File: config.mk
export PLATFORM = sky130hd
export DESIGN_NAME = cache_write_buffer
export DESIGN_NICKNAME = d
export VERILOG_FILES = /design/src/rtl/cache_write_buffer.sv
export SDC_FILE = /design/constraint.sdc
export NUM_CORES = 1
export LEC_CHECK = 0
export CAP_MARGIN = 20
export CORE_ASPECT_RATIO = 0.9
export CORE_MARGIN = 4
export CORE_UTILIZATION = 44
export DETAILED_ROUTE_END_ITERATION = 7
export GPL_TIMING_DRIVEN = 0
export PLACE_DENSITY = 0.66
export SYNTH_ARGS = -nofsm -noshare
export SYNTH_HDL_FRONTEND = slang
export SYNTH_SLANG_ARGS = --single-unit
File: constraint.sdc
create_clock -name clk -period 3.9 [get_ports clk]
set_input_delay 1.17 -clock clk [delete_from_list [all_inputs] [get_ports clk]]
set_output_delay 1.17 -clock clk [all_outputs]
set_load 0.03 [all_outputs]
File: src/rtl/cache_write_buffer.sv
// Byte-masked store buffer feeding the cache way array.
// Ports: req_* store in, way_* write out, lk_* probe, flush/drained, err_way, count.
module cache_write_buffer #(
  parameter int NUM_WAYS   = 4,
  parameter int DATA_WIDTH = 32,
  parameter int INDEX_W    = 6,
  parameter int OFFSET_W   = 2,
  parameter int DEPTH      = 4
) (
  input  logic                        clk,
  input  logic                        rst_n,
  input  logic                        req_valid,
  output logic                        req_ready,
  input  logic [NUM_WAYS-1:0]         req_way,
  input  logic [INDEX_W-1:0]          req_index,
  input  logic [OFFSET_W-1:0]         req_offset,
  input  logic [DATA_WIDTH-1:0]       req_data,
  input  logic [DATA_WIDTH/8-1:0]     req_be,
  output logic [NUM_WAYS-1:0]         way_wEn,
  output logic [INDEX_W-1:0]          way_index,
  output logic [OFFSET_W-1:0]         way_offset,
  output logic [DATA_WIDTH-1:0]       way_dataIn,
  output logic [DATA_WIDTH/8-1:0]     way_be,
  input  logic [NUM_WAYS-1:0]         way_ready,
  input  logic [INDEX_W-1:0]          lk_index,
  output logic                        lk_hit,
  input  logic                        flush,
  output logic                        drained,
  output logic                        err_way,
  output logic [$clog2(DEPTH):0]      count
);

  localparam int BE_W  = DATA_WIDTH / 8;
  localparam int PTR_W = $clog2(DEPTH);
  localparam int CNT_W = PTR_W + 1;

  typedef enum logic [1:0] {
    IDLE,
    DRAIN,
    FLUSH
  } state_t;

  typedef struct packed {
    logic [NUM_WAYS-1:0]   way;
    logic [INDEX_W-1:0]    index;
    logic [OFFSET_W-1:0]   offset;
    logic [DATA_WIDTH-1:0] data;
    logic [BE_W-1:0]       be;
  } entry_t;

  entry_t             mem [DEPTH];
  logic [DEPTH-1:0]   vld;
  logic [PTR_W-1:0]   rd_ptr;
  logic [PTR_W-1:0]   wr_ptr;
  logic [CNT_W-1:0]   cnt;
  logic               err_q;
  state_t             state;
  state_t             state_nxt;

  logic               full;
  logic               empty;
  logic               onehot;
  logic               accept;
  logic               push;
  logic               pop;
  logic [DATA_WIDTH-1:0] masked;
  entry_t             head;

  assign full   = (cnt == CNT_W'(DEPTH));
  assign empty  = (cnt == '0);
  assign onehot = (req_way != '0) &&
                  ((req_way & (req_way - 1'b1)) == '0);

  // Acceptance looks at occupancy, state and flush only, never way_ready.
  assign req_ready = !full && (state != FLUSH) && !flush;
  assign accept    = req_valid && req_ready;
  // Zero-byte stores are swallowed: accepted but never queued.
  assign push      = accept && onehot && (|req_be);

  always_comb begin
    masked = '0;
    for (int b = 0; b < BE_W; b++) begin
      if (req_be[b]) masked[8*b +: 8] = req_data[8*b +: 8];
    end
  end

  assign head = mem[rd_ptr];

  always_comb begin
    way_wEn    = '0;
    way_index  = '0;
    way_offset = '0;
    way_dataIn = '0;
    way_be     = '0;
    if (!empty) begin
      way_wEn    = head.way;
      way_index  = head.index;
      way_offset = head.offset;
      way_dataIn = head.data;
      way_be     = head.be;
    end
  end

  assign pop = !empty && (|(way_wEn & way_ready));

  always_comb begin
    lk_hit = push && (req_index == lk_index);
    for (int i = 0; i < DEPTH; i++) begin
      if (vld[i] && (mem[i].index == lk_index)) lk_hit = 1'b1;
    end
  end

  // Storage carries no reset; vld and cnt qualify every read.
  always_ff @(posedge clk) begin
    if (push) begin
      mem[wr_ptr] <= '{
        way:    req_way,
        index:  req_index,
        offset: req_offset,
        data:   masked,
        be:     req_be
      };
    end
  end

  always_ff @(posedge clk or negedge rst_n) begin
    if (!rst_n) begin
      vld    <= '0;
      rd_ptr <= '0;
      wr_ptr <= '0;
      cnt    <= '0;
      err_q  <= 1'b0;
      state  <= IDLE;
    end else begin
      state <= state_nxt;
      err_q <= accept && !onehot;
      if (pop) begin
        vld[rd_ptr] <= 1'b0;
        rd_ptr      <= rd_ptr + 1'b1;
      end
      if (push) begin
        vld[wr_ptr] <= 1'b1;
        wr_ptr      <= wr_ptr + 1'b1;
      end
      unique case ({push, pop})
        2'b10:   cnt <= cnt + 1'b1;
        2'b01:   cnt <= cnt - 1'b1;
        default: cnt <= cnt;
      endcase
    end
  end

  always_comb begin
    state_nxt = state;
    unique case (state)
      IDLE: begin
        if (flush)     state_nxt = FLUSH;
        else if (push) state_nxt = DRAIN;
      end
      DRAIN: begin
        if (flush)
          state_nxt = FLUSH;
        else if (pop && !push && (cnt == CNT_W'(1)))
          state_nxt = IDLE;
      end
      FLUSH: begin
        if (empty && !flush) state_nxt = IDLE;
      end
      default: state_nxt = IDLE;
    endcase
  end

  assign drained = empty && (state != DRAIN);
  assign err_way = err_q;
  assign count   = cnt;

endmodule

* Word level (Yosys, flattened, before mapping)
Memories as Yosys holds them, arrays and structs flattened. Index checks and enable logic that the tools add are counted.
Word-level totals: register bits 14, memory bits (writable) 192, input port bits 62, output and inout port bits 55, logic and storage cells 97, memories kept 1
Memories:
- mem | words 4, width 48, rd ports 5, clocked after memory_dff 0, write ports 1, line 51 | entry_t mem [DEPTH];
Operators by class: $add $sub $neg 5, $lt $le $gt $ge 4, equal/unequal tests 16, muxes and demuxes 28, bitwise operators 5, reductions and logical operators 32
Operators by type and width (count):
- $mux 32 | 1
- $mux 8 | 4
- $eq 6x6->1 | 5
- $logic_and 1x1->1 | 19
- $mux 4 | 4
- $and 4x4->4 | 3
- $mux 2 | 6
- $mux 1 | 8
- $reduce_or 4->1 | 2
- $lt 2x3->1 const B | 2
- $mux 6 | 1
- $ne 3x3->1 const B | 2
- $pmux 2 s3 | 1
- $pmux 3 s2 | 1
- $logic_not 1->1 | 5
- $add 2x1->2 const B | 2
- $demux 1 s2 | 2
- $eq 2x1->1 const B | 2
- $eq 2x2->1 const B | 2
- $ge 2x1->1 const B | 2
- $logic_not 4->1 | 1
- $ne 2x2->1 const B | 2
- $not 4->4 | 1
- $or 4x4->4 | 1
- 11 further kinds | 11

* Logic depth before layout (Yosys ltp)
word-level depth 13, gate-level depth with buffers 11

* Least setup slack after synthesis
Ideal clock, no wire load.
path type input to register, from input port flush, to memory mem[0][0] in the netlist's numbering, enable pin, arrival time 3.858 ns, required time 3.489 ns, path slack -0.369 ns, stages 5, path buffers 1, cell sequence a221oi_1 nand2_1 nor3b_2 buf_2 and2_1
Between the ends: word-level cells in the longest chain between the ends 7
Ends and longest elaborated chain:
- from (decl) | line 27 | input logic flush,
- $logic_not 1->1 | line 75 | assign req_ready = !full && (state != FLUSH) && !flush;
- $logic_and 1x1->1 | line 75
- $logic_and 1x1->1 | line 76 | assign accept = req_valid && req_ready;
- $logic_and 1x1->1 (2 in series) | line 78 | assign push = accept && onehot && (|req_be);
- $mux 1 | line 115 | if (push) begin
- $mux 1 (not written as such) | line 116 | mem[wr_ptr] <= '{
- to (decl) | line 51
No other way between the ends.

* Final worst setup path
from input port req_be[2], to output port lk_hit
Between the ends: word-level cells in the longest chain between the ends 7
Ends and longest elaborated chain:
- from (decl) | line 18 | input logic [DATA_WIDTH/8-1:0] req_be,
- $reduce_or 4->1 | line 78
- $logic_and 1x1->1 | line 78
- $logic_and 1x1->1 | line 107 | lk_hit = push && (req_index == lk_index);
- $mux 1 (4 in series) | line 109 | if (vld[i] && (mem[i].index == lk_index)) lk_hit = 1'b1;
- to (decl) | line 26 | output logic lk_hit,
No other way between the ends.

==> results.md <==
* H-tree levels at 1
* Site Rows at 48
* Die Height at 141 µm
* Tmin final at 3.83 ns
* Slew Limit Fails at 0
* Worst Hold Path EP: state[1]$_DFFE_PN0P_
* Ports at 117
* CP cell instances: dlygate4sd2_1 > nor4_4 > nor3b_4 > buf_6 > a41o_1 > buf_4
* Worst Tran Pin Value at 0.803 ns
* Initial antenna violation count at 0
* Total number of vias at 4559
* Clk_lat worst skew at 0.50 ns
* Vias in the first global route at 5000
* RSZ-0062 raised after global routing: no
* Sequential cell area fraction in the yosys report at 0.705
* Critical-path top delay cell: nor4_4
* Worst reg2reg path startpoint: count[0]$_DFFE_PN0P_
* Post-Route Utilization at 0.572
* Clock Tree Root: clkbuf_16
* Arrival time worst endpoint at 2.66 ns
* Min-delay src: state[0]$_DFFE_PN0P_
* Area of the die at 22000 µm²
* Slew HR at 0.465
* Synth top area share at 0.665
* Crit path kind: in2out
* Status: finished clean
* Routed WL at 18400 µm
* Layout cells sized above 1 at 0.203
* FFs w/ async S/R, synth at 0.0680
* Most used DFF post-synth: edfxtp_1
* Core area at 19300 µm²
* Global-route wire length before repair at 28400 µm
* Net count, final at 680
* FMAX at 261 MHz
* Worst Path Required at 2.73 ns
* WL/cell at 21.2 µm
* # clock sinks at 206
* Total power at 7.74 mW
* Top cells by area, synth: edfxtp_1, mux4_2, and2_1
* EDFF count, synth at 192
* Drt drc at 0
* Endpoints failing setup at 0
* Worst Setup Start Kind: primary input
* Pin count of the biggest net entering global routing at 49
* Number of diodes at 0
* Worst-path maximum fanout at 13
* Number of routed nets with antenna violations at 0
* CP peak stage delay at 0.47 ns
* Area leader, netlist: edfxtp_1
* Hold Path Class: reg2reg
* Peak supply drop at 413 µV
* Hold path cells at 1
* Distinct cell type count after synthesis at 32
* Initial DRC count at 233
* Clock transition at path regs at 0.05 ns
* Die W at 156 µm
* Grt ovf at 0
* Cells on worst reg2reg path at 9
* Max_cap viols at 0
* Syn_nets at 539
* Period utilization at 0.981
* Mapped Area at 8670 µm²
* PwrDens at 702 nW/µm²
* FF-to-FF setup slack at 1.04 ns
* Synth Area per Inst at 18.7 µm²
* YS warnings at 0
* Layout area overhead at 27.1%
* Initial Util at 0.450
* Skew final at 0.00855 ns
* Worst R2R End: mem[0][6]$_DFFE_PP_
* Filler cell count at 1489
* Final HPWL DP at 11600 µm
* Fin cells at 871
* Buffers on Ports at 110
* First-pass detailed-route iteration total at 4
* Clock Tree Buf Depth at 3
* Placed cells at 825
* Final Hold Viols at 0
* Gr usage total at 0.168
* Flops & latches, synth at 206
* Placer Congestion at 0.728
* CP Capture Type: output pin
* DR vias/cell at 5.23
* CTS buffer count at 23
* CTS tree: yes
* Gate Count Post-Synth at 464
* Leak at 4.12 nW
[routing by layer]
layer,global-route usage,up-vias,part of all wire
li1,-,2081,-
met3,0.0301,28,0.056
met4,0.0368,0,0.020
met2,0.287,127,0.51
met5,0,-,0
met1,0.227,2323,0.41
[worst max-delay path, delay by kind of cell]
| kind | cells | cell delay, ns |
|---|---|---|
| and+or+nand+nor | 2 | 0.56 |
| buffers and inverters | 3 | 0.74 |
| AOI/OAI and AO/OA | 1 | 0.17 |
[cells in the final DEF (no fill, tap or decap), types with 3 or more instances in the layout]
master / count
a21oi_1: 3
a221o_1: 4
and2_1: 80
and2_4: 3
buf_2: 6
buf_4: 7
buf_6: 5
clkbuf_1: 4
clkbuf_16: 23
clkbuf_2: 5
clkbuf_4: 7
clkdlybuf4s50_1: 66
clkinv_1: 4
clkinv_2: 4
dfrtp_1: 13
dlygate4sd2_1: 6
dlymetal6s2s_1: 35
edfxtp_1: 192
ha_1: 13
inv_1: 10
mux4_2: 48
nand4_1: 4
nor2_1: 4
nor2b_1: 4
nor4_1: 5
xnor2_1: 18
xor2_1: 18
[cell type report]
type | instances | area [µm²] | area share
plain buffers | 22 | 169 | 0.0153
repair buffers | 117 | 1230 | 0.112
clock buffers | 27 | 591 | 0.0536
clock inverters | 14 | 114 | 0.0103
multi-input cells | 225 | 2450 | 0.222
well taps | 250 | 313 | 0.0284
inverters | 10 | 37.5 | 0.00340
flip-flops and latches | 206 | 6120 | 0.555
[synth_stat cells (all sizes together) (2+ instances only)]
cell	instances
and2	84
ha	13
clkbuf	10
a221o	4
a22o	2
mux4	48
nand4	4
mux2	2
dfrtp	14
o21ai	3
buf	13
nor4	6
nor2b	4
nand2	2
inv	10
xor2	18
xnor2	18
a21oi	3
edfxtp	192
nor2	4
mux2i	2
[timing repair]
item | 4_1_cts | 5_1_grt
buffers inserted | 1 | 5
pin swaps | 0 | 4
gates resized for setup | 46 | 42
endpoints found under the hold margin | 0 | 0
setup endpoints to repair | 50 | 38
hold buffers | 0 | 0
[kinds of logic after synthesis]
| logic type | count (synthesis) | share of synthesized area |
|---|---|---|
| XOR/XNOR | 36 | 0.0364 |
| multiplexers | 52 | 0.130 |
| AO/OA/AOI/OAI | 15 | 0.0147 |
| AND/OR/NAND/NOR | 109 | 0.0782 |
| buffers and inverters | 33 | 0.0169 |
| adder cells (fa/ha/maj) | 13 | 0.0188 |
| flip-flops | 206 | 0.705 |
[flip-flops by register name (all words and copies together) (netlist names)]
register / flops
mem: 192
vld: 4
count: 3
rd_ptr: 2
state: 2
wr_ptr: 2
err_way: 1
[power by group]
group	total, mW	leakage [nW]	internal [mW]	switching (mW)
clock	1.99	0.340	1.16	0.832
sequential	2.59	1.91	2.50	0.0870
combinational	3.16	1.87	1.47	1.70
[per-stage QoR]
stage	TNS (ns)	instance area (µm²)	worst slack (ns)	hold slack [ns]
after floorplan	0	8680	0.0884	0.483
after global placement	-118.93	10100	-1.03	0.514
after detailed placement	-36.04	10100	-1.06	0.527
after CTS	-0.611	10900	-0.0586	0.537
after global routing	0	11000	0.000854	0.571
final	0	11000	0.0726	0.531
[worst max path at each step]
stage                          startpoint             end  slack [ns]  depth (start not counted)
floorplan                           flush          lk_hit        0.09                          5
global placement                req_be[3]          lk_hit       -1.03                          6
detailed placement              req_be[2]          lk_hit       -1.06                          6
CTS                 rd_ptr[0]$_DFFE_PN0N_    way_index[4]       -0.06                          5
global route         count[0]$_DFFE_PN0P_  way_dataIn[24]      0.0009                          6
finish                          req_be[2]          lk_hit        0.07                          6
Note: power is estimated with default switching activity, not from simulation.
==> edit, RTL diff (same flow settings) <==
The output `err_way` loses its register stage (`err_q` becomes a continuous assignment).
--- a/src/rtl/cache_write_buffer.sv
+++ b/src/rtl/cache_write_buffer.sv
@@ -131,3 +131,2 @@
       cnt    <= '0;
-      err_q  <= 1'b0;
       state  <= IDLE;
@@ -135,3 +134,2 @@
       state <= state_nxt;
-      err_q <= accept && !onehot;
       if (pop) begin
@@ -151,2 +149,4 @@
   end
+
+  assign err_q = accept && !onehot;
 
Behaviour: not the same (Yosys sat finds a counterexample within 4 cycles, from zero or initial values and one cycle with rst_n low).
==> edit against the original RTL <==
  * Worst setup slack worse by 0.029 ns
  * Maximum frequency down 0.75%
  * Global-route usage is 0.18 points lower
  * Non-clock buffer count rose by 3
  * Area after synthesis shrank 0.29%
  * Sequential cell count fell by 1
  * Cell area increased by 1.2%
  * Synthesized cell count shrank 0.22%
  * Via count up 0.61%
  * Total power grew 2.2%
  * Wire length fell by 0.75%
  * Clock skew rose by 0.00074 ns
  * Critical path type unchanged
==> edit: results (changes against the original RTL) <==
syn_nets 538 (-0.19%); bufs w/o clock 142 (+2.2%); clkbuf count 23 (-15%); Clock buf/inv share 0.0694 (+0.00555); Detail Placement HPWL 11.8 mm (+1.9%); fillers 1,469 (-1.3%); routed via count 4,587 (+0.61%); CTS Buf Count 22 (-4.3%); FF/Latch Area 0.00609 mm² (-0.43%); first-pass GRT wire length 28.0 mm (-1.2%); sw frac 0.328 (-0.00986); GRT met3 Usage 0.0328 (+0.00276); total track usage 0.166 (-0.00185); Total Wirelength 18.3 mm (-0.75%); Slew headroom 0.473 (+0.00808); final worst clock skew 0.00929 ns (+0.000739 ns); WP data arrival 2.69 ns (+0.03 ns); XOR/XNOR share of the synthesized area 0.0365 (+0.000105); Clock Power 0.00219 W (+10%); 1st-iter DRT viols 307 (+32%); layout cells sized above 1 0.206 (+0.00289); status finished, final reports clean; metal1 wirelength 7.63 mm (about the same); post-synthesis mux area share 0.130 (+0.000376); combinational power 0.00315 W (about the same); Seq/Total Area, Yosys 0.704 (-0.000853); ant diodes 1 (+1); leakage power 4.20 nW (+2.0%); met2 usage 0.278 (-0.00930); met1 usage in global routing 0.227 (+0.000390); vias in the first global route 4,991 (-0.18%); Die X-Extent 156 µm (-0.14%); routed wl met3 1.19 mm (+16%); Cells after DPL 826 (+0.12%); Reg2Reg Capture Point mem[1][15]; Synth area leaders edfxtp_1, mux4_2, and2_1; met2 WL 9.14 mm (-2.8%); Signal buf overhead 0.132 (+0.00528)
## edit: logic make-up after synthesis
family,after synthesis
compound gates,15
xor+xnor,36
fa+ha+maj,13
buf+inv,33
flops,205
mux,52
simple gates,109
## edit: timing repair
item | CTS | global route
setup buffers | 1 | 6
gates resized for setup | 50 | 40
pin swaps | 0 | 2
setup endpoints to repair | 50 | 36
hold buffers | 0 | 0
## edit: stage by stage
stage               hold slack, ns  setup TNS, ns  instance area (µm²)  setup WS (ns)
floorplan                    0.483              0                 8660         0.0884
global placement             0.514        -118.13                10100          -1.12
detailed placement           0.527         -37.46                10200          -1.10
CTS                          0.537        -0.0502                11000        -0.0502
global route                 0.555        -0.0262                11200        -0.0262
finish                       0.546              0                11200         0.0437
## edit: how the worst max path moves through the flow
stage                         to  depth (start not counted)  startpoint
after CTS                 lk_hit                          7       flush
after floorplan           lk_hit                          5       flush
after global placement    lk_hit                          6   req_be[2]
final                     lk_hit                          6   req_be[3]
after detailed placement  lk_hit                          6   req_be[2]
after global routing      lk_hit                          6   req_be[2]
